===== config.mk =====
export PLATFORM = sky130hd
export DESIGN_NAME = flip_controller
export DESIGN_NICKNAME = d
export VERILOG_FILES = /design/src/rtl/flip_controller.sv
export SDC_FILE = /design/constraint.sdc
export NUM_CORES = 1
export LEC_CHECK = 0
export BUFFER_PORTS_ARGS = -buffer_cell sky130_fd_sc_hd__buf_4
export CAP_MARGIN = 20
export CORE_MARGIN = 2
export CORE_UTILIZATION = 50
export DETAILED_ROUTE_END_ITERATION = 7
export GPL_TIMING_DRIVEN = 0
export HOLD_SLACK_MARGIN = 0.15
export PLACE_DENSITY_LB_ADDON = 0.08
export SYNTH_ARGS = -nofsm -noshare
export SYNTH_HDL_FRONTEND = slang
export SYNTH_SLANG_ARGS = --single-unit

===== constraint.sdc =====
create_clock -name clk -period 9.65 [get_ports clk]
set_input_delay 1.93 -clock clk [delete_from_list [all_inputs] [get_ports clk]]
set_output_delay 1.93 -clock clk [all_outputs]
set_load 0.02 [all_outputs]

===== src/rtl/flip_controller.sv =====
// Memory-game turn controller: shuffles via an external generator, tracks two-card flips, matches, moves.
// Card i sits at board[47-3i -: 3] and at bit (15-i) of face_up/matched, so card 0 is the MSB everywhere.
module flip_controller #(
  parameter int HIDE_CYCLES = 4
) (
  input  logic        clk,
  input  logic        reset,
  input  logic        new_game,
  input  logic        sel_valid,
  input  logic [3:0]  sel_idx,
  output logic        rng_start,
  input  logic        rng_done,
  input  logic [47:0] rng_num,
  output logic [47:0] board,
  output logic [15:0] face_up,
  output logic [15:0] matched,
  output logic [3:0]  pairs,
  output logic [7:0]  moves,
  output logic        busy,
  output logic        game_over
);

  typedef enum logic [2:0] {
    S_IDLE,
    S_SHUFFLE,
    S_WAIT1,
    S_WAIT2,
    S_COMPARE,
    S_SHOW,
    S_DONE
  } state_t;

  localparam logic [7:0] HIDE_LOAD = 8'(HIDE_CYCLES);

  state_t      r_state, w_state_nxt;
  logic [47:0] r_board, w_board_nxt;
  logic [15:0] r_face_up, w_face_up_nxt;
  logic [15:0] r_matched, w_matched_nxt;
  logic [3:0]  r_pairs, w_pairs_nxt;
  logic [7:0]  r_moves, w_moves_nxt;
  logic [3:0]  r_first, w_first_nxt;
  logic [3:0]  r_second, w_second_nxt;
  logic [7:0]  r_hide_cnt, w_hide_cnt_nxt;
  logic        r_rng_start, w_rng_start_nxt;
  logic        r_busy, w_busy_nxt;
  logic        r_game_over, w_game_over_nxt;

  logic [15:0] w_sel_bit;
  logic [15:0] w_pair_bits;
  logic        w_sel_free;
  logic        w_vals_eq;

  function automatic logic [15:0] card_bit(input logic [3:0] idx);
    card_bit = 16'h8000 >> idx;
  endfunction

  function automatic logic [2:0] card_val(input logic [47:0] b, input logic [3:0] idx);
    logic [47:0] sh;
    sh       = b << (6'(idx) * 6'd3);
    card_val = sh[47:45];
  endfunction

  assign w_sel_bit   = card_bit(sel_idx);
  assign w_sel_free  = (r_face_up & w_sel_bit) == 16'h0000;
  assign w_pair_bits = card_bit(r_first) | card_bit(r_second);
  assign w_vals_eq   = card_val(r_board, r_first) == card_val(r_board, r_second);

  always_ff @(posedge clk or posedge reset) begin
    if (reset) begin
      r_state     <= S_IDLE;
      r_board     <= '0;
      r_face_up   <= '0;
      r_matched   <= '0;
      r_pairs     <= '0;
      r_moves     <= '0;
      r_first     <= '0;
      r_second    <= '0;
      r_hide_cnt  <= '0;
      r_rng_start <= 1'b0;
      r_busy      <= 1'b0;
      r_game_over <= 1'b0;
    end else begin
      r_state     <= w_state_nxt;
      r_board     <= w_board_nxt;
      r_face_up   <= w_face_up_nxt;
      r_matched   <= w_matched_nxt;
      r_pairs     <= w_pairs_nxt;
      r_moves     <= w_moves_nxt;
      r_first     <= w_first_nxt;
      r_second    <= w_second_nxt;
      r_hide_cnt  <= w_hide_cnt_nxt;
      r_rng_start <= w_rng_start_nxt;
      r_busy      <= w_busy_nxt;
      r_game_over <= w_game_over_nxt;
    end
  end

  always_comb begin
    w_state_nxt    = r_state;
    w_board_nxt    = r_board;
    w_face_up_nxt  = r_face_up;
    w_matched_nxt  = r_matched;
    w_pairs_nxt    = r_pairs;
    w_moves_nxt    = r_moves;
    w_first_nxt    = r_first;
    w_second_nxt   = r_second;
    w_hide_cnt_nxt = r_hide_cnt;

    if (new_game) begin
      w_state_nxt   = S_SHUFFLE;
      w_face_up_nxt = '0;
      w_matched_nxt = '0;
      w_pairs_nxt   = '0;
      w_moves_nxt   = '0;
    end else begin
      case (r_state)
        S_SHUFFLE: begin
          if (rng_done) begin
            w_board_nxt = rng_num;
            w_state_nxt = S_WAIT1;
          end
        end
        S_WAIT1: begin
          if (sel_valid && w_sel_free) begin
            w_face_up_nxt = r_face_up | w_sel_bit;
            w_first_nxt   = sel_idx;
            w_state_nxt   = S_WAIT2;
          end
        end
        S_WAIT2: begin
          // The first card is already face-up, so reselecting it falls out here.
          if (sel_valid && w_sel_free) begin
            w_face_up_nxt = r_face_up | w_sel_bit;
            w_second_nxt  = sel_idx;
            w_moves_nxt   = (r_moves == 8'hFF) ? r_moves : r_moves + 8'd1;
            w_state_nxt   = S_COMPARE;
          end
        end
        S_COMPARE: begin
          if (w_vals_eq) begin
            w_matched_nxt = r_matched | w_pair_bits;
            w_pairs_nxt   = r_pairs + 4'd1;
            w_state_nxt   = (r_pairs == 4'd7) ? S_DONE : S_WAIT1;
          end else begin
            w_hide_cnt_nxt = HIDE_LOAD;
            w_state_nxt    = S_SHOW;
          end
        end
        S_SHOW: begin
          if (r_hide_cnt <= 8'd1) begin
            w_face_up_nxt = r_face_up & ~w_pair_bits;
            w_state_nxt   = S_WAIT1;
          end else begin
            w_hide_cnt_nxt = r_hide_cnt - 8'd1;
          end
        end
        S_IDLE, S_DONE: begin
          w_state_nxt = r_state;
        end
        default: begin
          w_state_nxt = S_IDLE;
        end
      endcase
    end
  end

  // Status flags are decoded from the next state so they register alongside it.
  always_comb begin
    w_rng_start_nxt = (w_state_nxt == S_SHUFFLE);
    w_busy_nxt      = (w_state_nxt == S_SHUFFLE) || (w_state_nxt == S_COMPARE) ||
                      (w_state_nxt == S_SHOW);
    w_game_over_nxt = (w_state_nxt == S_DONE);
  end

  assign rng_start = r_rng_start;
  assign board     = r_board;
  assign face_up   = r_face_up;
  assign matched   = r_matched;
  assign pairs     = r_pairs;
  assign moves     = r_moves;
  assign busy      = r_busy;
  assign game_over = r_game_over;

endmodule

==> results.cfg, run 1 <==
[status]
outcome = completed

[yosys]
synth_top_cell_by_area = dfrtp_1
synth_seq_cells = 114
synth_cell_types = 70
async_flop_share_pct = 100
synth_nets = 799
syn_inst = 722
yosysTopAreaCellShare_pct = 36.0
ys.flop_type = dfrtp_1
avgSynthCellArea_um2 = 11.0
seq_area_frac_synth_pct = 36.0
syn-cell-area_um2 = 7930
ys.warnings.count = 0
synth_edf_count = 0
synthTopCellsByArea = dfrtp_1, mux4_2, mux2_2

[global_routing]
grt_usage_pct = 28.5
met3_usage_pct = 4.96
grtUsageMet2_pct = 44.7
met1_usage_pct = 41.0
gr-total-overflow = 0
globalRoute.busiestLayer = met2
grt_pass1_vias = 6820
grt_max_degree = 60
antenna_found_initial = 0
grt_pass1_wl_mm = 37.1

[final_layout]
final_nets = 969
fill_cells = 1342
antenna_cells = 0
drive_above_1_share_pct = 37.3
syn_to_final_growth_pct = 25.6
utilization_pct = 63.4

[setup_path]
path_common_cell = buf_2
max_stage_delay_ns = 0.72
cp_data_arrival_time_ns = 5.31
cp_max_fo = 10
critical_path_class = register to register
endpoint_kind = register
r2r_slack_ns = 4.66
path_buf_inv = 6
critPathTopFamily = compound AO/OA/AOI/OAI gates
startpoint_type = register
cp_slowest_cell = a2111oi_0
crit_chain = buf_2, buf_6, inv_1, ha_1, buf_2, buf_1, buf_2, mux2i_1, a2111oi_0, a221oi_1, xor2_2, a31oi_1, a2bb2oi_2, nand3_1, o31ai_1
critPathRequiredTime_ns = 9.97

[detailed_routing]
via_count = 6936
wire_per_inst_um = 21.2
detail-route-antenna-nets = 0
wl_mm = 23.7
drc = 0
firstDrtPassIters = 7
drt_iter0_markers = 583
vias_per_cell = 6.19

[sta]
skew_ns = 0.00490
finalCritPeriodShare_pct = 51.7
clock.fmax_mhz = 200
hold-worst-slack_ns = 0.499
finalHoldViolations = 0
min_period_ns = 4.99
fin_setup_tns_ns = 0
slew_headroom_pct = 28.2
rsz0062_at_grt = false
worst_slew_pin_slew_ns = 1.07
maxSlewViolCount = 0
setup_violations = 0

[clock_network]
clk_latency_ns = 0.42
cts-htree-levels = 4
ctsHoldBuffers = 0
cts_tree = built
cts_setup_buffers = 0
cts_buffers = 17
clockBufferDepth = 2
cts_sinks = 114
cts-root-buf = clkbuf_16
cts.clk_slew.worst_paths_ns = 0.06
cts-resized-gates = 0

[floorplan]
fp.dieH_um = 130
start_util_pct = 50.5
ios = 152
num_rows = 46
die_x_um = 130
dieArea_um2 = 16900
coreArea_um2 = 15700

[placed_design]
port-buffer-count = 149
gp_congestion = 0.973
place_hpwl_mm = 17.4

[power]
power-per-cell-area_nw_per_um2 = 442
leakage_uw = 0.00442
peakVddDrop_uv = 224

[min_path]
hp-class = register to register

[job]
cap_violations = 0
==> cell type report <==
type / count / area [um^2] / area share, %
buffer: 51 / 251 / 2.52
tap: 216 / 270 / 2.71
clock inverter: 12 / 156 / 1.57
timing repair buffer: 151 / 1150 / 11.6
clock buffer: 19 / 453 / 4.55
sequential: 114 / 2850 / 28.6
multi-input combinational: 536 / 4740 / 47.6
inverter: 21 / 83.8 / 0.842
==> power by group <==
group          switching [uW]  leakage (uW)  internal [uW]
clock                     237      0.000288            419
combinational            1480       0.00268           1360
sequential                288       0.00145            616
total                    2010       0.00442           2400
==> kinds of logic after synthesis <==
logic type | share of synthesized area, %
AOI/OAI and AO/OA | 12.6
and+or+nand+nor | 12.5
muxes | 29.4
adders and majority gates | 3.35
xor gates and xnor gates | 1.94
buffers and inverters | 4.20
DFF | 36.0
==> worst reg2reg max path: cells and delay by family (launching register included) <==
family          cells  cell delay [ns]
compound gates      5             1.89
buf+inv             6             1.73
flops               1             0.38
fa+ha+maj           1             0.33
xor+xnor            1             0.23
simple gates        1             0.19
mux                 1             0.15
==> final timing paths <==
kind,from,endpoint,cells past startpoint
worst max-delay path,r_second[0],r_hide_cnt[6],15
worst min-delay path,matched[11],matched[11],2
worst max register to register,r_second[0],r_hide_cnt[6],15
worst min register to register,matched[11],matched[11],2
max in group asynchronous,reset,board[20],3
min in group asynchronous,reset,face_up[0],2
==> cell usage in the layout (no fill, tap or decap), types with 6 or more instances in the layout <==
master     count
buf_4        150
dfrtp_1      114
nor2_1        72
mux2_2        58
mux2i_1       51
mux4_2        51
a21oi_1       45
clkbuf_1      27
nand3_1       27
nand2_1       26
nor3_1        19
ha_1          18
clkbuf_16     17
inv_1         16
buf_2         16
o21ai_0       13
o22a_1        12
a22o_1        12
a31oi_1        8
a211oi_1       8
nor2b_1        7
xnor2_1        7
a32o_1         6
or3_1          6
and2_1         6
nand4_1        6
nand3b_1       6
==> cell usage after synthesis (all sizes together) (5+ instances only) <==
cell and instances:
nor4 5, xor2 7, a32o 6, inv 20, a21oi 45, nand2 26
or3 6, a22o 12, xnor2 8, a211oi 8, o21ai 14, and2 6
nand4 8, ha 18, nor3 19, buf 23, dfrtp 114, nor2b 7
mux2 59, o22a 12, clkbuf 27, nand3 27, nand3b 6, a31oi 8
mux2i 51, nor2 72, mux4 51
==> state kept, by name, summed over array words and instances (netlist names) <==
name / count
moves: 8
board: 48
r_state: 3
matched: 16
r_second: 4
busy: 1
rng_start: 1
face_up: 16
game_over: 1
r_hide_cnt: 8
pairs: 4
r_first: 4
==> layer usage <==
metal	up-vias	share of wire [%]	routed length, um
met2	357	46	11000
met5	-	0	0
met3	44	8.2	1930
met1	3441	44	10300
met4	0	1.8	422
li1	3094	-	-
==> metrics by stage <==
stage	total power [uW]	instance area (um^2)	cells	setup slack, ns
2_1_floorplan	2900	7930	722	4.70
6_report	4400	9960	1120	4.66
3_3_place_gp	3620	9320	1087	3.49
5_1_grt	4650	9960	1120	4.29
4_1_cts	4370	9960	1119	4.80
3_5_place_dp	3690	9350	1088	4.48
Note: power is estimated with default switching activity, not from simulation.
==> run 2, diff against run 1 <==
clock period = 4.45 ns   (was 9.65 ns; I/O delays follow)
==> run 2 against run 1 <==
Non-clock buffer count rose by 10. Flip-flop and latch count unchanged. Maximum frequency grew 17%. Critical path depth is the same. Register-to-register slack got worse by 4.5 ns. Critical path type unchanged. Via count rose by 0.65%. Count of clock-buffer cells in the layout is the same. Combinational power rose by 140%. Core utilization rose by 1.6 points. Sequential share of layout area down 0.67 points. Clock power up 120%.
==> results.cfg, run 2 (synthesis gave the netlist of run 1 again) <==
[global_routing]
grt_usage_pct = 28.7
antenna_found_initial = 0
gr-total-overflow = 0
grt_pass1_vias = 6838
grt_pass1_wl_mm = 37.3
grt_max_degree = 60

[power]
swShare_pct = 45.2
power-per-cell-area_nw_per_um2 = 993
peakVddDrop_uv = 509
leakage_uw = 0.00450
pwr-share-seq_pct = 19.5
power.internal_uw = 5550
switchingPower_uw = 4580
clkPwrFrac_pct = 14.1
p_comb_share_pct = 66.4

[clock_network]
cts.clk_slew.worst_paths_ns = 0.06
cts_sinks = 114
cts-root-buf = clkbuf_16
clockBufferDepth = 2
cts_buffers = 17
cts-htree-levels = 4
clk_latency_ns = 0.42
cts_tree = built

[sta]
finalCritPeriodShare_pct = 96.2
fin_setup_tns_ns = 0
min_period_ns = 4.28
slew_headroom_pct = 28.1
clock.fmax_mhz = 234
maxSlewViolCount = 0
finalHoldViolations = 0
skew_ns = 0.00425
fin_ws_ns = 0.168
setup_violations = 0
worst_slew_pin_slew_ns = 1.07

[final_layout]
final_common_cell = buf_4
antenna_cells = 0
drive_above_1_share_pct = 40.4
final_nets = 979
largest_reg_flops = 48
fill_cells = 1315
stdcell_area_um2 = 10200
layout.cells.non_filler = 1130
layout_common_cells = buf_4, dfrtp_1, nor2_1
utilization_pct = 65.0
syn_to_final_growth_pct = 28.8

[setup_path]
r2r_slack_ns = 0.17
endpoint_kind = register
worstRegToRegCells = 15
cp_slowest_cell = mux4_2
cp_data_arrival_time_ns = 4.59
crit_chain = clkbuf_4, buf_6, inv_1, ha_1, clkbuf_4, buf_4, mux4_2, mux4_2, a211oi_2, xnor2_1, a41oi_2, o21ai_4, inv_4, and3_4, mux2_4
max_stage_delay_ns = 0.50
r2r-start = r_second[0]
critPathCapture = r_hide_cnt[0]
critPathLaunch = r_second[0]
critPathRequiredTime_ns = 4.76
cp_max_fo = 10
critical_path_class = register to register
r2r_end = r_hide_cnt[0]
path_depth = 15
startpoint_type = register
path_buf_inv = 6
critPathTopFamily = buffers and inverters

[floorplan]
dieArea_um2 = 16900
start_util_pct = 50.5
num_rows = 46
coreArea_um2 = 15700
ios = 152
die_x_um = 130
fp.dieH_um = 130

[min_path]
hp-class = register to register

[placed_design]
port-buffer-count = 149
placedCellCount = 1088
gp_congestion = 0.973
dp_slack_ns = -0.378
place_hpwl_mm = 17.4
placed_area_um2 = 9350

[detailed_routing]
wl_mm = 24.0
drt_iter0_markers = 623
detail-route-antenna-nets = 0
wire_per_inst_um = 21.2
vias_per_cell = 6.18
firstDrtPassIters = 5
via_count = 6981
drc = 0

[status]
outcome = completed

[job]
cap_violations = 0
## run 2: layer usage
layer  share of wire, %  up-vias  routed length (um)  GRT usage (%)
li1                   -     3115                   -              -
met1                 44     3497               10700           41.1
met2                 47      336               11300           45.3
met3                6.9       33                1660           4.80
met4                1.4        0                 339           8.48
met5                  0        -                   0              0
## run 2: worst register-to-register path: stages, from the launching register on
cell      delay [ns]
dfrtp_1         0.39
clkbuf_4        0.23
buf_6           0.21
inv_1           0.16
ha_1            0.33
clkbuf_4        0.23
buf_4           0.23
mux4_2          0.33
mux4_2          0.50
a211oi_2        0.30
xnor2_1         0.22
a41oi_2         0.23
o21ai_4         0.27
inv_4           0.09
and3_4          0.19
mux2_4          0.26
## run 2: worst min path at each step
| stage | startpoint | end | slack, ns | depth (start not counted) |
|---|---|---|---|---|
| 2_1_floorplan | r_hide_cnt[6] | r_hide_cnt[6] | 0.46 | 2 |
| 3_3_place_gp | r_hide_cnt[6] | r_hide_cnt[6] | 0.48 | 2 |
| 3_5_place_dp | matched[11] | matched[11] | 0.49 | 2 |
| 4_1_cts | matched[11] | matched[11] | 0.51 | 2 |
| 5_1_grt | matched[8] | matched[8] | 0.54 | 2 |
| 6_report | matched[11] | matched[11] | 0.50 | 2 |
## run 2: final cells by class
class	count	area, um^2	share of cell area [%]
multi-input cells	536	4860	47.6
flip-flops and latches	114	2860	28.0
repair buffers	162	1230	12.1
clock buffers	19	453	4.44
plain buffers	50	288	2.82
well taps	216	270	2.65
clock inverters	12	156	1.53
inverters	21	87.6	0.858
## run 2: power groups by stage
stage                     registers [uW]  logic (uW)  clock network (uW)
final                               1980        6730                1430
after floorplan                     2010        4280                   0
after CTS                           1950        6230                1440
after detailed placement            1960        6040                   0
after global placement              1940        5920                   0
after global routing                2030        7180                1490
## run 2: timing repair
action / in CTS / in global routing
setup buffers: 1 / 10
endpoints found under the setup margin: 30 / 32
pin swaps: 1 / 6
cloned: 0 / 0
gates resized for setup: 15 / 31
hold buffers: 0 / 0
## run 2: metrics by stage
stage,total power [uW],hold WS [ns]
floorplan,6290,0.456
global placement,7850,0.483
detailed placement,8000,0.490
CTS,9630,0.506
global route,10700,0.539
finish,10100,0.499
